===== config.mk =====
export PLATFORM = sky130hd
export DESIGN_NAME = if_fetch_unit
export DESIGN_NICKNAME = d
export VERILOG_FILES = /design/src/rtl/if_fetch_unit.sv
export SDC_FILE = /design/constraint.sdc
export NUM_CORES = 1
export LEC_CHECK = 0
export BUFFER_PORTS_ARGS = -buffer_cell sky130_fd_sc_hd__buf_2
export CORE_MARGIN = 2
export CORE_UTILIZATION = 35
export DETAILED_ROUTE_END_ITERATION = 10
export PLACE_DENSITY = 0.52
export SLEW_MARGIN = 10
export SYNTH_ARGS = -nofsm -noshare
export SYNTH_HDL_FRONTEND = slang
export SYNTH_SLANG_ARGS = --single-unit

===== constraint.sdc =====
create_clock -name clk -period 5.1 [get_ports clk]
set_input_delay 0.255 -clock clk [delete_from_list [all_inputs] [get_ports clk]]
set_output_delay 0.255 -clock clk [all_outputs]
set_load 0.05 [all_outputs]

===== src/rtl/if_fetch_unit.sv =====
// if_fetch_unit: PC owner and producer side of the IF/ID register.
// Single-outstanding imem fetch feeding a 2-entry {pc, inst} queue.
module if_fetch_unit #(
  parameter logic [31:0] RESET_PC = 32'h8000_0000,
  parameter logic [31:0] NOP_INST = 32'h0000_0013
) (
  input  logic        clk,
  input  logic        rst_n,
  input  logic [2:0]  hold_flag_i,
  input  logic        pip_flush,
  input  logic [31:0] flush_pc_i,
  output logic        imem_req_o,
  output logic [31:0] imem_addr_o,
  input  logic        imem_ready_i,
  input  logic        imem_rvalid_i,
  input  logic [31:0] imem_rdata_i,
  output logic [31:0] if_pc,
  output logic [31:0] if_inst,
  output logic        if_valid_o
);

  typedef struct packed {
    logic [31:0] pc;
    logic [31:0] inst;
  } fq_ent_t;

  typedef enum logic [1:0] {
    S_REQ,
    S_WAIT,
    S_DROP
  } state_t;

  state_t      state;
  logic [31:0] pc;
  logic [31:0] req_pc;
  fq_ent_t     fq [2];
  logic [1:0]  count;
  logic        rd_ptr;
  logic        wr_ptr;

  logic full;
  logic empty;
  logic accept;
  logic push;
  logic pop;

  assign full  = (count == 2'd2);
  assign empty = (count == 2'd0);

  assign imem_req_o  = rst_n & (state == S_REQ) & ~full;
  assign imem_addr_o = pc;

  assign accept = imem_req_o & imem_ready_i;
  assign push   = (state == S_WAIT) & imem_rvalid_i & ~pip_flush;
  assign pop    = ~empty & (hold_flag_i == 3'd0) & ~pip_flush;

  assign if_valid_o = ~empty;
  assign if_pc      = empty ? 32'd0 : fq[rd_ptr].pc;
  assign if_inst    = empty ? NOP_INST : fq[rd_ptr].inst;

  // A flush retargets pc; any response still owed is routed to DROP.
  always_ff @(posedge clk) begin
    if (!rst_n) begin
      state  <= S_REQ;
      pc     <= RESET_PC;
      req_pc <= 32'd0;
    end else begin
      if (accept) req_pc <= pc;
      if (pip_flush) pc <= flush_pc_i;
      else if (accept) pc <= pc + 32'd4;
      unique case (state)
        S_REQ: begin
          if (accept) state <= pip_flush ? S_DROP : S_WAIT;
        end
        S_WAIT: begin
          if (imem_rvalid_i) state <= S_REQ;
          else if (pip_flush) state <= S_DROP;
        end
        S_DROP: begin
          if (imem_rvalid_i) state <= S_REQ;
        end
        default: state <= S_REQ;
      endcase
    end
  end

  always_ff @(posedge clk) begin
    if (!rst_n) begin
      count  <= 2'd0;
      rd_ptr <= 1'b0;
      wr_ptr <= 1'b0;
    end else begin
      unique case (1'b1)
        pip_flush:    count <= 2'd0;
        push && !pop: count <= count + 2'd1;
        pop && !push: count <= count - 2'd1;
        default:      ;
      endcase
      if (pip_flush) begin
        rd_ptr <= 1'b0;
        wr_ptr <= 1'b0;
      end else begin
        if (push) wr_ptr <= ~wr_ptr;
        if (pop)  rd_ptr <= ~rd_ptr;
      end
    end
  end

  always_ff @(posedge clk) begin
    if (push) fq[wr_ptr] <= '{pc: req_pc, inst: imem_rdata_i};
  end

endmodule


==> impl_metrics.csv <==
group,metric,value,unit
detailed_routing,wl,18.7,mm
critical_path,endpoint_kind,"flip-flop",
logic_synthesis,ys_seq_area_share,65.0,%
logic_synthesis,yosysWarnings,0,
global_routing,grt_overflow,0,
critical_path,reg2reg_to,"fq[1][24]",
clock_tree,cts_htree_levels,4,
critical_path,cp_max_fo,43,
critical_path,cp.arrival,2.86,ns
logic_synthesis,synthDistinctLibCells,42,
detailed_routing,vias,5532,
global_routing,grt_max_degree,72,
critical_path,worst_setup_path_start_kind,"flip-flop",
final_layout,finalNonFillerCells,1132,
timing,finalCritPeriodShare,54.1,%
final_layout,fin_area,9870,um^2
die,coreArea,22700,um^2
clock_tree,cts_made_buffers,17,
global_routing,grt_pass1_wl,29.3,mm
clock_tree,post_cts_buffers,0,
run_status,status,"completed",
timing,setup_viol_count_final,0,
timing,setup-tns-final,0,ns
logic_synthesis,synth_compound_area_share,7.35,%
detailed_routing,first_iter_violations,346,
logic_synthesis,yosys.area_share.adder,0.463,%
power_and_ir_drop,vdd_ir_drop_max,0.000197,V
critical_path,reg2reg_slack,2.34,ns
power_and_ir_drop,p_total,0.00333,W
placed_design,portBuffers,169,
detailed_routing,ant_nets,0,
worst_hold_path,min_path_type,"in -> reg",
die,fp.dieH,156,um
timing,worst_pin_slew,1.13,ns
critical_path,crit_start,"state[1]",
placed_design,place_congestion,0.789,
global_routing,antenna_found_initial,1,
power_and_ir_drop,pwr-share-comb,7.2,%
timing,report.final.slew_viol_count,0,
final_layout,fin_util,43.5,%
timing,timing.fmax,362,MHz
final_layout,syn2layout_area_growth,21.8,%
power_and_ir_drop,internal_power,0.00256,W
power_and_ir_drop,swShare,23.3,%
clock_tree,cts_buffer_depth,2,
critical_path,rr_startpoint,"state[1]",
die,fp.dieW,156,um
detailed_routing,drc,0,
final_layout,layout_commonest_cell,"buf_2",
timing,rsz0062_at_grt,"no",
die,row_count,55,
timing,period_needed,2.76,ns
power_and_ir_drop,p_clk_share,39.0,%
logic_synthesis,syn_area_per_cell,12.1,um^2
logic_synthesis,synthMuxAreaShare,8.27,%
power_and_ir_drop,seqPwrFrac,53.8,%
clock_tree,clock-root-buffer,"clkbuf_16",
critical_path,worst-r2r-cell-count,3,
final_layout,nets,909,
clock_tree,path_clk_slew,0.07,ns
die,boundaryPins,170,
placed_design,place_area,9230,um^2
power_and_ir_drop,p_leak,3.65,nW
clock_tree,clk_latency,0.43,ns
logic_synthesis,synth_top_family_by_area,"simple AND/OR/NAND/NOR gates",
logic_synthesis,yosys.area_share.simple,13.9,%
critical_path,worstSetupPathType,"reg -> reg",
timing,finalClockSkew,0.00852,ns
timing,relSlewSlack,24.3,%
logic_synthesis,synthXorXnorAreaFrac,2.92,%
power_and_ir_drop,p_per_area,337,nW/um^2
placed_design,dp.cells,1093,
final_layout,diodes,0,
critical_path,cp.required,5.20,ns
final_layout,nFillCells,2170,
logic_synthesis,synth_area,8110,um^2
clock_tree,cts_sinks,199,
logic_synthesis,synth_edf_count,128,
logic_synthesis,synth_seq_cells,199,
die,initial_core_util,35.7,%
detailed_routing,via_per_inst,4.89,
worst_hold_path,min_from,"imem_rdata_i[7]",
die,die_area,24400,um^2
placed_design,hpwl,12.7,mm
run,timing.max_cap.violations,0,
logic_synthesis,synth_flop_cell,"edfxtp_1",
logic_synthesis,netlist_instances,671,
global_routing,grt_pass1_vias,5284,
global_routing,grt_usage,15.6,%
logic_synthesis,synthesis.nets,746,
logic_synthesis,synthArstFlopShare,0,%
timing,hold_viol,0,
detailed_routing,drtPass1Iterations,5,
worst_hold_path,holdPathEnd,"fq[1][7]",
clock_tree,cts_tree,"built",
final_layout,drive_above_1_share,25.5,%
power_and_ir_drop,switchingPower,0.000775,W
detailed_routing,wire_per_inst,16.5,um
final_layout,most-common-layout-cells,"169 x buf_2, 128 x edfxtp_1, 84 x nand2_1",
worst_hold_path,min_path_cells,1,
[power groups by stage]
stage               Sequential (W)  Clock [W]  Combinational [W]
floorplan                  0.00187          0           0.000101
global placement           0.00183          0           0.000233
detailed placement         0.00183          0           0.000236
CTS                        0.00179    0.00133           0.000238
global route               0.00180    0.00140           0.000260
finish                     0.00179    0.00130           0.000239
[synthesized netlist by cell type, drive strengths merged (4+ instances only)]
master,number,area share (%)
a21oi,24,1.5
o21ai,30,1.9
and2,5,0.39
xnor2,12,1.3
mux2i,67,8.3
a21boi,33,3.1
nor3b,4,0.43
dfxtp,71,18
xor2,15,1.6
nor4,7,0.73
nor2,71,3.3
and3,8,0.62
nand4,12,1.3
clkbuf,29,1.3
nor3,10,0.62
nor2b,5,0.39
edfxtp,128,47
nand3,14,0.86
buf,9,0.48
nand2,85,4.0
inv,6,0.28
[per-stage QoR]
| step | hold WS (ns) | worst slack (ns) |
|---|---|---|
| floorplan | 0.354 | 0.823 |
| global placement | 0.438 | 2.12 |
| detailed placement | 0.448 | 2.08 |
| CTS | 0.00364 | 2.27 |
| global route | 0.00116 | 2.02 |
| finish | 0.0208 | 2.34 |
[worst max-delay path, stage by stage, from the launching register on]
cell and delay [ns]:
dfxtp_1 0.35, nor4b_1 0.63, and2_2 0.97, buf_4 0.44
[sequential cells by signal, summed over array words and instances, names as in the netlist, named ones only]
register     flops
fq             128
imem_addr_o     32
state            2
rd_ptr           1
wr_ptr           1
count            2
req_pc          32
[final cells by class]
cell class                 instances  area, um^2  area share [%]
clock inverter                     9        88.8           0.900
tap                              285         357            3.61
multi-input combinational        427        2680            27.2
clock buffer                      23         489            4.96
timing repair buffer             182         961            9.73
sequential                       199        5270            53.4
inverter                           7        26.3           0.266
[kinds of logic after synthesis]
kind of cell               Yosys count
and+or+nand+nor                    233
DFF                                199
AOI/OAI and AO/OA                   97
muxes                               67
buffers and inverters               45
xor gates and xnor gates            27
adders and majority gates            3
[worst max-delay path by stage]
stage / end / slack (ns) / cells after the start
3_5_place_dp: fq[1][25] / 2.08 / 4
4_1_cts: fq[1][19] / 2.27 / 3
6_report: fq[1][24] / 2.34 / 3
3_3_place_gp: fq[1][30] / 2.12 / 4
2_1_floorplan: fq[0][0] / 0.82 / 4
5_1_grt: fq[1][30] / 2.02 / 3
[what timing repair did]
action,CTS,global route
hold endpoints to repair,4,10
resized for setup,0,0
endpoints found under the setup margin,0,0
hold buffers,2,5
[per-layer routing]
metal,track usage (%),part of all wire [%],wire [um],vias to the layer above
met5,0,0,0,-
li1,-,-,-,2721
met4,3.71,0.82,153,0
met2,22.5,43,7950,190
met1,23.2,50,9270,2612
met3,4.47,6.9,1290,9
No activity file was read; power rests on OpenSTA's default activity.
